==> config.mk <==
export PLATFORM = sky130hd
export DESIGN_NAME = fetch_stage
export DESIGN_NICKNAME = d
export VERILOG_FILES = /design/src/rtl/core_pkg.sv /design/src/rtl/sync_fifo.sv /design/src/rtl/fetch_stage.sv
export SDC_FILE = /design/constraint.sdc
export NUM_CORES = 1
export LEC_CHECK = 0
export CORE_UTILIZATION = 40
export CTS_BUF_LIST = sky130_fd_sc_hd__clkbuf_8
export CTS_CLUSTER_SIZE = 20
export DETAILED_ROUTE_END_ITERATION = 8
export PLACE_DENSITY = 0.72
export SLEW_MARGIN = 15
export SYNTH_ARGS = -nofsm -noshare
export SYNTH_HDL_FRONTEND = slang
export SYNTH_HIERARCHICAL = 1
export SYNTH_SLANG_ARGS = --single-unit
==> constraint.sdc <==
create_clock -name clk -period 9.33 [get_ports clk]
set_input_delay 1.866 -clock clk [delete_from_list [all_inputs] [get_ports clk]]
set_output_delay 1.866 -clock clk [all_outputs]
set_load 0.01 [all_outputs]
==> src/rtl/core_pkg.sv <==
// Shared core definitions: datapath width, reset PC and the fetch-to-decode entry.
package core_pkg;
    localparam int WORD_LEN = 32;
    localparam int INST_BYTES = 4;
    localparam logic [WORD_LEN-1:0] RESET_PC = '0;

    typedef struct packed {
        logic [WORD_LEN-1:0] pc;
        logic [WORD_LEN-1:0] inst;
    } fetch_entry_t;
endpackage

==> src/rtl/sync_fifo.sv <==
// Synchronous FIFO with flush and occupancy count; DEPTH must be a power of two.
module sync_fifo #(
    parameter int WIDTH = 32,
    parameter int DEPTH = 2,
    localparam int PTR_W = (DEPTH > 1) ? $clog2(DEPTH) : 1,
    localparam int CNT_W = $clog2(DEPTH + 1)
) (
    input  logic             clk,
    input  logic             rst,
    input  logic             flush,
    input  logic             push,
    input  logic [WIDTH-1:0] push_data,
    input  logic             pop,
    output logic [WIDTH-1:0] head,
    output logic [CNT_W-1:0] count
);
    logic [WIDTH-1:0] mem [DEPTH];
    logic [PTR_W-1:0] rd_ptr;
    logic [PTR_W-1:0] wr_ptr;

    assign head = mem[rd_ptr];

    // Flush dominates push and pop; a push at full is legal only alongside a pop.
    always_ff @(posedge clk) begin
        if (rst || flush) begin
            rd_ptr <= '0;
            wr_ptr <= '0;
            count  <= '0;
        end else begin
            if (push) wr_ptr <= wr_ptr + PTR_W'(1);
            if (pop)  rd_ptr <= rd_ptr + PTR_W'(1);
            count <= count + CNT_W'(push) - CNT_W'(pop);
        end
    end

    always_ff @(posedge clk) begin
        if (!rst && !flush && push) mem[wr_ptr] <= push_data;
    end
endmodule

==> src/rtl/fetch_stage.sv <==
// Instruction fetch: PC, in-order imem requests, {pc,inst} buffer to decode, redirect flush.
// Optional FETCH_BYPASS_EN: an empty buffer forwards a live response to decode in the same cycle.
module fetch_stage import core_pkg::INST_BYTES; #(
    parameter int WORD_LEN = core_pkg::WORD_LEN,
    parameter logic [WORD_LEN-1:0] RESET_PC = core_pkg::RESET_PC,
    parameter int FIFO_DEPTH = 2
) (
    input  logic                clk,
    input  logic                rst,
    output logic                imem_req_valid,
    input  logic                imem_req_ready,
    output logic [WORD_LEN-1:0] imem_req_addr,
    input  logic                imem_resp_valid,
    input  logic [WORD_LEN-1:0] imem_resp_inst,
    output logic                if_valid,
    input  logic                if_ready,
    output logic [WORD_LEN-1:0] if_pc,
    output logic [WORD_LEN-1:0] if_inst,
    input  logic                redirect_valid,
    input  logic [WORD_LEN-1:0] redirect_pc,
    input  logic                halt
);
    localparam int CNT_W  = $clog2(FIFO_DEPTH + 1);
    localparam int DROP_W = 16;

    logic [WORD_LEN-1:0]   fetch_pc;
    logic [DROP_W-1:0]     drop_cnt;
    logic [CNT_W-1:0]      inflight_cnt;
    logic [CNT_W-1:0]      out_cnt;
    logic [WORD_LEN-1:0]   inflight_head;
    logic [2*WORD_LEN-1:0] out_head;
    logic [CNT_W:0]        credits_used;
    logic                  req_fire;
    logic                  resp_live;
    logic                  resp_drop;
    logic                  out_valid;
    logic                  out_push;
    logic                  out_pop;
    logic                  bypass;

    // Handshakes: a transfer happens in a cycle where valid and ready are both high;
    // valid never depends on ready, and the imem response channel has no ready.
    assign credits_used   = {1'b0, inflight_cnt} + {1'b0, out_cnt};
    assign imem_req_valid = !rst && !halt && (credits_used < (CNT_W+1)'(FIFO_DEPTH));
    assign imem_req_addr  = fetch_pc;
    assign req_fire       = imem_req_valid && imem_req_ready;
    assign resp_drop      = imem_resp_valid && (drop_cnt != '0);
    assign resp_live      = imem_resp_valid && (drop_cnt == '0);
    assign out_valid      = (out_cnt != '0);

`ifdef FETCH_BYPASS_EN
    assign bypass = resp_live && !out_valid && !redirect_valid;
`else
    assign bypass = 1'b0;
`endif

    assign out_push = resp_live && !(bypass && if_ready);
    assign out_pop  = out_valid && if_ready;

    always_comb begin
        if_valid = out_valid || bypass;
        if_pc    = '0;
        if_inst  = '0;
        if (out_valid) begin
            if_pc   = out_head[2*WORD_LEN-1:WORD_LEN];
            if_inst = out_head[WORD_LEN-1:0];
        end else if (bypass) begin
            if_pc   = inflight_head;
            if_inst = imem_resp_inst;
        end
    end

    // Every request still owed by memory at redirect time becomes a drop; a response
    // arriving in the same cycle retires one of them immediately.
    always_ff @(posedge clk) begin
        if (rst) begin
            fetch_pc <= RESET_PC;
            drop_cnt <= '0;
        end else if (redirect_valid) begin
            fetch_pc <= redirect_pc & ~WORD_LEN'(3);
            drop_cnt <= drop_cnt + DROP_W'(inflight_cnt) + DROP_W'(req_fire)
                        - DROP_W'(imem_resp_valid);
        end else begin
            if (req_fire)  fetch_pc <= fetch_pc + WORD_LEN'(INST_BYTES);
            if (resp_drop) drop_cnt <= drop_cnt - DROP_W'(1);
        end
    end

    sync_fifo #(.WIDTH(WORD_LEN), .DEPTH(FIFO_DEPTH)) u_inflight (
        .clk       (clk),
        .rst       (rst),
        .flush     (redirect_valid),
        .push      (req_fire),
        .push_data (fetch_pc),
        .pop       (resp_live),
        .head      (inflight_head),
        .count     (inflight_cnt)
    );

    sync_fifo #(.WIDTH(2*WORD_LEN), .DEPTH(FIFO_DEPTH)) u_out (
        .clk       (clk),
        .rst       (rst),
        .flush     (redirect_valid),
        .push      (out_push),
        .push_data ({inflight_head, imem_resp_inst}),
        .pop       (out_pop),
        .head      (out_head),
        .count     (out_cnt)
    );
endmodule

==> Flow_metrics.wiki <==
{| class="wikitable"
! Metric !! Value
|-
| Post-Synthesis Cell Area || 11800 um2
|-
| Worst path setup slack after routing || 4040 ps
|-
| Residual DRC || 0
|-
| Total count of max-transition violations in the final report || 0
|-
| Global-route wire length before repair || 38.0 mm
|-
| Routed wire per std cell || 16.4 um
|-
| Endpoint class of the critical path || output port
|-
| Count of mapped cells out of synthesis || 854
|-
| TritonCTS clock tree || yes
|-
| Total wire length || 23.8 mm
|-
| Setup violations, final || 0
|-
| Yosys synthesis warning count || 6
|-
| Via/cell ratio || 4.85
|-
| Commonest cells after routing, fill and taps aside || 192 x edfxtp_1, 162 x clkdlybuf4s50_1, 90 x mux2_4
|-
| Number of H-tree levels || 2
|-
| Clock insertion delay at the later pin of the skew report || 540 ps
|-
| Register area share after synthesis || 58.1%
|-
| GR Util All Layers || 15.8%
|-
| Accumulated negative setup slack || 0 ps
|-
| First-iteration detailed-routing DRC count || 264
|-
| Global-route congestion overflow total || 0
|-
| Initial antenna violation count || 0
|-
| Die Outline Area || 30300 um2
|-
| Root Driver || clkbuf_8
|-
| Routing usage on met1 || 20.1%
|-
| Via count || 7042
|-
| Number of clock buffers inserted by TritonCTS || 42
|-
| Number of diodes added for antenna fixing || 0
|-
| IR drop worst, VDD || 0.162 mV
|-
| Global routing usage on met2 || 26.8%
|-
| Clock-pin slew reported for the worst setup and hold paths after clock tree synthesis || 60 ps
|-
| Critical Setup Path Class || input port to output port
|-
| Area growth from synthesis to layout || 22.4%
|-
| Minimum setup slack among reg-to-reg paths || 5450 ps
|-
| Routability congestion estimate || 0.846
|-
| Placed cell count || 1379
|-
| Fraction of registers with async set or reset after synthesis || 0%
|-
| Maximum number of buffers from clock root to sink || 3
|-
| Layout cells sized above 1 || 16.9%
|-
| Maximum capacitance violations || 0
|-
| Largest stage delay on the critical path || 620 ps
|-
| Critical-path cell list || buf_2 -> buf_4 -> nor4_4 -> clkdlybuf4s50_1
|-
| Total power divided by cell area || 195 nW/um2
|-
| Synthesis-stage register bit count || 248
|-
| Sinks on the clock net || 248
|-
| Die width || 174 um
|-
| Met3 demand-to-capacity share in global routing || 3.70%
|-
| Max FO, Critical Path || 59
|-
| Core footprint || 28900 um2
|-
| Most used routing layer in global routing || met2
|-
| Commonest register cell after synthesis || edfxtp_1
|-
| Clock Skew || 28.4 ps
|-
| Worst path required time || 7460 ps
|-
| Number of flops mapped to enable cells by yosys || 192
|-
| Post-CTS repair timing setup buffer count || 0
|-
| Final total power || 2.83 mW
|-
| Count of buffers inserted at the top-level ports || 164
|-
| Timing-limited maximum frequency || 189 MHz
|-
| Util after Layout || 50.1%
|-
| Static Leak || 5.25 nW
|-
| Maximum number of pins on one net before global-route repair || 67
|-
| Hold buffer count at CTS || 0
|-
| Nets || 1148
|-
| Hold Crit Class || flop to flop
|-
| Die Ht || 174 um
|-
| Worst slack, placed || 3970 ps
|-
| Run status || finished, final reports clean
|-
| Slew at the pin with the worst max-slew slack || 1060 ps
|-
| Period utilization || 56.7%
|-
| Hold Violations, Final || 0
|-
| Avg Cell Area, Syn || 13.9 um2
|-
| Via count of the first global-routing pass || 7275
|-
| Final period demand of the worst path || 5290 ps
|-
| RSZ-0062 raised after global routing || false
|-
| Effective utilization at floorplan || 40.9%
|-
| Routed Antenna Nets || 0
|-
| Number of placement rows || 62
|-
| Count of cell types in the netlist || 60
|-
| Commonest non-fill, non-tap cell in the layout || edfxtp_1
|-
| Max_slew headroom || 29.0%
|-
| CP Launch Type || input port
|-
| Non-filler instance count after layout || 1453
|-
| Detailed-router iteration count before antenna repair || 6
|-
| HPWL after DPL || 15.6 mm
|-
| Number of resized instances in the post-cts repair step || 0
|-
| Ports || 169
|-
| Arrival time at the worst endpoint || 3420 ps
|-
| Crit-path slowest cell || clkdlybuf4s50_1
|}
-- worst max-delay path: cells and delay by family --
kind	cells	cell delay, ps
buffers and inverters	3	1030
AND/OR/NAND/NOR	1	520
-- cells by family (layout without fill, tap and decap cells) --
| group | count (synthesis) | after routing | synth area share (%) |
|---|---|---|---|
| muxes | 109 | 109 | 13.1 |
| adders and majority gates | 38 | 38 | 4.20 |
| DFF | 248 | 248 | 58.1 |
| and+or+nand+nor | 237 | 237 | 11.3 |
| buffers and inverters | 84 | 294 | 4.15 |
| AOI/OAI and AO/OA | 79 | 79 | 4.58 |
| other | 1 | 6 | 0.0317 |
| xor gates and xnor gates | 58 | 58 | 4.52 |
-- final timing paths --
| path | from | to | cells past startpoint |
|---|---|---|---|
| setup / recovery | rst | imem_req_valid | 4 |
| setup reg to reg | u_inflight/count[0]$_SDFF_PP0_ | drop_cnt[14]$_SDFFE_PP0P_ | 12 |
| hold reg to reg | imem_req_addr[7]$_SDFFE_PP0P_ | u_inflight/mem[0][7]$_DFFE_PP_ | 0 |
| hold / removal | imem_req_addr[7]$_SDFFE_PP0P_ | u_inflight/mem[0][7]$_DFFE_PP_ | 0 |
-- sequential cells by signal, summed over array words and instances, names as in the netlist, named ones only --
signal / flops
u_out/count: 2
u_inflight/rd_ptr: 1
u_inflight/count: 2
u_out/mem: 128
drop_cnt: 16
u_out/rd_ptr: 1
u_inflight/wr_ptr: 1
imem_req_addr: 30
u_out/wr_ptr: 1
u_inflight/mem: 64
-- Yosys cell counts (4+ instances only) --
| library cell | count | area (um2) |
|---|---|---|
| mux2_2 | 6 | 67.6 |
| nand4_1 | 11 | 68.8 |
| and3_1 | 9 | 56.3 |
| edfxtp_1 | 192 | 5770 |
| xnor2_1 | 42 | 368 |
| o21ai_0 | 5 | 25.0 |
| nor2_1 | 59 | 221 |
| inv_1 | 45 | 169 |
| o21a_1 | 5 | 37.5 |
| mux2_4 | 90 | 1350 |
| mux2i_1 | 13 | 130 |
| a211oi_1 | 25 | 188 |
| and2_1 | 72 | 450 |
| clkbuf_1 | 19 | 71.3 |
| nor3_1 | 14 | 70.1 |
| nor2b_1 | 4 | 25.0 |
| and4_1 | 6 | 52.6 |
| xor2_1 | 14 | 123 |
| ha_1 | 35 | 438 |
| dfxtp_1 | 56 | 1120 |
| a21oi_1 | 24 | 120 |
| or3_1 | 4 | 25.0 |
| nand3_1 | 13 | 65.1 |
| buf_12 | 9 | 180 |
| nor4_1 | 7 | 43.8 |
| nand2_1 | 22 | 82.6 |
-- per-layer routing --
metal / share of wire, % / vias up / wire (um)
li1: - / 3464 / -
met1: 45 / 3375 / 10800
met2: 48 / 180 / 11300
met3: 5.5 / 23 / 1310
met4: 1.5 / 0 / 361
met5: 0 / - / 0
-- power by group --
group	switching, mW	leakage (nW)	total [mW]	internal [mW]
registers	0.0406	2.19	1.27	1.23
logic	0.385	2.64	0.704	0.319
clock network	0.429	0.430	0.864	0.435
-- final cells by class --
class	instances	area [um2]
Clock buffer	43	592
Clock inverter	31	151
Fill cell	2460	14400
Inverter	46	173
Multi-Input combinational cell	527	4510
Sequential cell	248	6890
Tap cell	384	480
Timing Repair Buffer	174	1710
-- metrics by stage --
stage | hold WS [ps] | instance area (um2)
CTS | 524 | 14500
finish | 520 | 14500
floorplan | 518 | 11900
detailed placement | 513 | 13800
global route | 534 | 14500
global placement | 489 | 13800
Note: power is estimated with default switching activity, not from simulation.
